## config.mk

```make
export PLATFORM = sky130hd
export DESIGN_NAME = dmem_arbiter
export DESIGN_NICKNAME = d
export VERILOG_FILES = /design/src/rtl/dmem_arbiter_pkg.sv /design/src/rtl/dmem_rr_pick.sv /design/src/rtl/dmem_arbiter.sv
export SDC_FILE = /design/constraint.sdc
export NUM_CORES = 1
export LEC_CHECK = 0
export BUFFER_PORTS_ARGS = -buffer_cell sky130_fd_sc_hd__clkbuf_2
export CORE_AREA = 10 10 110 112
export CTS_CLUSTER_SIZE = 24
export DETAILED_ROUTE_END_ITERATION = 10
export DIE_AREA = 0 0 120 122
export SLEW_MARGIN = 10
export SYNTH_ARGS = -nofsm -noshare
export SYNTH_HDL_FRONTEND = slang
export SYNTH_HIERARCHICAL = 1
export SYNTH_SLANG_ARGS = --single-unit
```

## constraint.sdc

```tcl
create_clock -name clk_i -period 1.9 [get_ports clk_i]
set_clock_uncertainty 0.15 [all_clocks]
set_input_delay 0.095 -clock clk_i [delete_from_list [all_inputs] [get_ports clk_i]]
set_output_delay 0.095 -clock clk_i [all_outputs]
set_load 0.03 [all_outputs]
```

## src/rtl/dmem_arbiter_pkg.sv

```systemverilog
// rtl/dmem_arbiter_pkg.sv - shared types and constants for the data-memory arbiter
package dmem_arbiter_pkg;

  localparam int DMEM_DEPTH = 32;
  localparam int DMEM_AW    = 32;

  typedef enum logic [1:0] {
    IDLE   = 2'd0,
    LOCK_A = 2'd1,
    LOCK_B = 2'd2
  } arb_state_e;

  typedef enum logic {
    PORT_A = 1'b0,
    PORT_B = 1'b1
  } port_id_e;

  function automatic port_id_e other_port(input port_id_e p);
    return (p == PORT_A) ? PORT_B : PORT_A;
  endfunction

endpackage

```

## src/rtl/dmem_rr_pick.sv

```systemverilog
// rtl/dmem_rr_pick.sv - two-way round-robin grant picker honouring the lock state
module dmem_rr_pick
  import dmem_arbiter_pkg::*;
(
  input  logic       a_req,
  input  logic       b_req,
  input  port_id_e   prio,
  input  arb_state_e state,
  output logic       a_gnt,
  output logic       b_gnt
);

  always_comb begin
    a_gnt = 1'b0;
    b_gnt = 1'b0;
    case (state)
      // Lock holder owns the memory even while idle; the other side waits.
      LOCK_A: a_gnt = a_req;
      LOCK_B: b_gnt = b_req;
      default: begin
        if (a_req && (!b_req || prio == PORT_A)) begin
          a_gnt = 1'b1;
        end else if (b_req) begin
          b_gnt = 1'b1;
        end
      end
    endcase
  end

endmodule

```

## src/rtl/dmem_arbiter.sv

```systemverilog
// rtl/dmem_arbiter.sv - shares the single-port data memory between CPU (A) and loader (B)
module dmem_arbiter
  import dmem_arbiter_pkg::*;
#(
  parameter int DEPTH = DMEM_DEPTH,
  parameter int AW    = DMEM_AW
) (
  input  logic          clk_i,
  input  logic          rst_n_i,

  input  logic          a_req_i,
  input  logic          a_we_i,
  input  logic          a_lock_i,
  input  logic [AW-1:0] a_addr_i,
  input  logic [31:0]   a_wdata_i,
  output logic          a_gnt_o,
  output logic          a_rvalid_o,
  output logic [31:0]   a_rdata_o,
  output logic          a_err_o,

  input  logic          b_req_i,
  input  logic          b_we_i,
  input  logic          b_lock_i,
  input  logic [AW-1:0] b_addr_i,
  input  logic [31:0]   b_wdata_i,
  output logic          b_gnt_o,
  output logic          b_rvalid_o,
  output logic [31:0]   b_rdata_o,
  output logic          b_err_o,

  output logic [AW-1:0] mem_addr_o,
  output logic [31:0]   mem_wdata_o,
  output logic          mem_read_o,
  output logic          mem_write_o,
  input  logic [31:0]   mem_rdata_i
);

  localparam logic [AW-1:0] ADDR_LIMIT = AW'(DEPTH);

  arb_state_e state_q;
  port_id_e   prio_q;
  logic       a_gnt;
  logic       b_gnt;
  logic       a_in_range;
  logic       b_in_range;
  logic       sel_we;
  logic       sel_in_range;
  logic       access_ok;
  logic       a_rvalid_q;
  logic       a_err_q;
  logic       b_rvalid_q;
  logic       b_err_q;

  dmem_rr_pick u_pick (
    .a_req (a_req_i),
    .b_req (b_req_i),
    .prio  (prio_q),
    .state (state_q),
    .a_gnt (a_gnt),
    .b_gnt (b_gnt)
  );

  assign a_gnt_o = a_gnt;
  assign b_gnt_o = b_gnt;

  assign a_in_range = (a_addr_i < ADDR_LIMIT);
  assign b_in_range = (b_addr_i < ADDR_LIMIT);

  assign mem_addr_o   = b_gnt ? b_addr_i   : a_addr_i;
  assign mem_wdata_o  = b_gnt ? b_wdata_i  : a_wdata_i;
  assign sel_we       = b_gnt ? b_we_i     : a_we_i;
  assign sel_in_range = b_gnt ? b_in_range : a_in_range;

  // Strobes are suppressed during reset so a discarded access cannot touch memory.
  assign access_ok   = (a_gnt | b_gnt) & sel_in_range & rst_n_i;
  assign mem_read_o  = access_ok & ~sel_we;
  assign mem_write_o = access_ok & sel_we;

  always_ff @(posedge clk_i) begin
    if (!rst_n_i) begin
      state_q    <= IDLE;
      prio_q     <= PORT_A;
      a_rvalid_q <= 1'b0;
      a_err_q    <= 1'b0;
      b_rvalid_q <= 1'b0;
      b_err_q    <= 1'b0;
    end else begin
      a_rvalid_q <= a_gnt & ~a_we_i & a_in_range;
      a_err_q    <= a_gnt & ~a_in_range;
      b_rvalid_q <= b_gnt & ~b_we_i & b_in_range;
      b_err_q    <= b_gnt & ~b_in_range;

      case (state_q)
        IDLE: begin
          // A locking grant keeps prio, so fairness resumes where it left off.
          if (a_gnt) begin
            if (a_lock_i) state_q <= LOCK_A;
            else          prio_q  <= other_port(PORT_A);
          end else if (b_gnt) begin
            if (b_lock_i) state_q <= LOCK_B;
            else          prio_q  <= other_port(PORT_B);
          end
        end
        LOCK_A: begin
          if (!a_req_i || !a_lock_i) state_q <= IDLE;
        end
        LOCK_B: begin
          if (!b_req_i || !b_lock_i) state_q <= IDLE;
        end
        default: state_q <= IDLE;
      endcase
    end
  end

  assign a_rvalid_o = a_rvalid_q;
  assign a_err_o    = a_err_q;
  assign b_rvalid_o = b_rvalid_q;
  assign b_err_o    = b_err_q;

  // Data bus is zeroed when not valid so stale reads never leak to the other port.
  assign a_rdata_o = a_rvalid_q ? mem_rdata_i : 32'h0;
  assign b_rdata_o = b_rvalid_q ? mem_rdata_i : 32'h0;

endmodule

```

==> flow_summary.ini <==
[global_route]
grt_overflow = 0
grt_pass1_wl_microns = 17600
grt_pass1_vias = 3218
grt_max_degree = 34
antenna_found_initial = 0
groute.usage.overall = 0.147

[sta]
fin_ws_ns = -0.403
hold_viol = 0
finalSetupTns_ns = -23.23
worstMarginPinSlew_ns = 0.503
setup_viol = 71
finalMaxSlewViolations = 0
timing.fmax_mhz = 434
fin_crit_ns = 2.30
fin_crit_sh = 1.21
rsz0062_at_grt = true
slew_headroom = 0.662

[flow_run]
cap_violations = 0

[layout]
drive_above_1_share = 0.785
finalNetCount = 697
regArea_sq_um = 148
multiInputGateArea_sq_um = 1700
n_antenna_cell = 0
stdcell_area_sq_um = 4250
finalNonFillerCells = 662
syn2layout_area_growth_pct = 152
fillCellCount = 983

[routing]
ant_nets = 0
drtIter0Drc = 61
first_pass_iters = 4
wl_per_cell_microns = 17.9
drc_errors = 0
highest_layer = met4
finalWirelength_microns = 11900
vias = 2856
dr_wl_met2_microns = 6020
wl_met3_microns = 1680
vias_per_cell = 4.31
wl_met1_microns = 3980

[die]
core-area_sq_um = 10000
die_h_microns = 122
ioPinCount = 304
die_w_microns = 120
rows = 37
initial_utilization = 0.168
die-area_sq_um = 14600

[clock_network]
cts_tree = done
cts.sinks = 7
worst_setup_hold_path_clk_slew_ns = 0.04
insertion_delay_ns = 0.23
cts_max_path_buffers = 2
cts_root_buffer = clkbuf_8
cts_buffers = 3
h-tree-depth = 1

[worst_setup_path]
crit_chain = inv_2 -> ha_4 -> o21ai_4 -> a31oi_4 -> buf_12 -> buf_12 -> mux2_2 -> clkbuf_8
cp-end-kind = output port
path_class = reg2out
path_max_fanout = 22
crit_required_ns = 1.65
cpPeakStageDelay_ns = 0.36
cp_slowest_cell = mux2_2
crit_top_cell = buf_12
cp.arrival_ns = 2.06
rrSetupSlack_ns = -0.18
cp-start-kind = flop

[power]
power.density_nw_per_um2 = 389
power_leakage_nw = 2.30
vdd.ir_drop.worst_v = 0.000229

[synthesis]
yosys.cell_types.count = 29
yosysWarnings = 6
ys_ff_latch = 7
syn_area_sq_um = 1690
post_synth.cell_area_avg_sq_um = 8.31
syn_inst = 203
yosysSeqAreaShare = 0.0830
syn_nets = 373

[placement]
port_buffers = 303
dp_cells = 649
place_hpwl_microns = 10500
placed_cell_area_sq_um = 3660
gp_congestion = 0.925

[run_status]
violations = negative setup slack
outcome = finished, violations left

[worst_hold_path]
hp-class = in2reg
synthesized netlist by cell type, drive strengths merged:
library cell	number	area (sq um)
nand3	2	10.0
inv	3	11.3
a31oi	2	12.5
mux2	64	721
nor3	6	30.0
a22oi	1	7.51
mux2i	1	10.0
or4b	1	10.0
nand4b	1	8.76
ha	2	25.0
o32ai	2	17.5
nor4	13	87.6
nand2	4	15.0
and4b	1	10.0
dfxtp	7	140
o211a	1	10.0
a21oi	1	5.00
o21ai	3	15.0
nor4bb	1	10.0
clkbuf	6	22.5
buf	9	60.1
and2	64	400
nand4	5	31.3
o21ba	1	10.0
nor2	2	7.51
area by class of cell:
| cell class | count | area share |
|---|---|---|
| inverter | 3 | 0.00265 |
| sequential | 7 | 0.0347 |
| multi-input combinational | 178 | 0.399 |
| clock buffer | 4 | 0.0106 |
| timing repair buffer | 334 | 0.513 |
| tap | 136 | 0.0400 |
layout by cell type (no fill, tap or decap), drive strengths merged:
master,n
mux2i,1
nor4bb,1
inv,3
nand4,5
ha,2
a31oi,2
clkbuf,303
and4b,1
nand3,2
nand4b,1
or4b,1
o32ai,2
a21oi,1
buf,32
nand2,4
o21ai,3
o211a,1
dfxtp,7
a22oi,1
nor2,2
and2,64
dlygate4sd3,3
nor4,13
o21ba,1
nor3,6
mux2,64
worst paths after layout:
path / from / end / depth (start not counted)
setup reg to reg: state_q[0]$_SDFFE_PN0P_ / state_q[1]$_SDFFE_PN0P_ / 12
hold reg to reg: state_q[1]$_SDFFE_PN0P_ / state_q[0]$_SDFFE_PN0P_ / 2
hold / removal: b_addr_i[15] / b_err_o$_SDFF_PN0_ / 4
setup / recovery: state_q[0]$_SDFFE_PN0P_ / mem_addr_o[23] / 8
metrics by stage:
stage | setup WS [ns] | hold slack [ns] | total power, W | util
global route | -0.469 | 0.100 | 0.00174 | 0.423
floorplan | -0.363 | 0.0160 | 0.000813 | -
finish | -0.403 | 0.0753 | 0.00166 | 0.423
global placement | -0.165 | 0.157 | 0.00122 | 0.365
detailed placement | -0.180 | 0.174 | 0.00124 | 0.365
CTS | -0.391 | 0.0690 | 0.00163 | 0.411
worst max-delay path: cells and delay by family (launching register included):
family | cells | cell delay (ns)
mux | 1 | 0.36
compound gates | 2 | 0.23
fa+ha+maj | 1 | 0.31
flops | 1 | 0.34
buf+inv | 4 | 0.57
sequential cells by signal, summed over array words and instances (netlist names):
register    count
b_err_o         1
state_q         2
b_rvalid_o      1
prio_q          1
a_rvalid_o      1
a_err_o         1
where the power goes:
group / switching (W) / total (W) / internal [W]
Clock: 0.0000718 / 0.000218 / 0.000146
Combinational: 0.000638 / 0.00128 / 0.000644
Sequential: 0.00000321 / 0.000156 / 0.000153
cell families (layout without fill, tap and decap cells):
group	Yosys count	count (layout)	synth area share
compound gates	11	11	0.0460
fa+ha+maj	2	2	0.0148
buf+inv	18	341	0.0556
flops	7	7	0.0830
mux	65	65	0.433
simple gates	100	100	0.368
timing repair:
item	CTS	global route
buffers inserted	2	5
setup endpoints to repair	68	71
hold endpoints to repair	3	0
hold buffers	3	0
pin swaps	0	2
resized for setup	101	24
metal layers:
metal  track usage  vias up
met5             0        -
met4        0.0324        0
met3        0.0805       14
met2         0.275      210
met1         0.139     1254
li1              -     1378
Note: power is estimated with default switching activity, not from simulation.
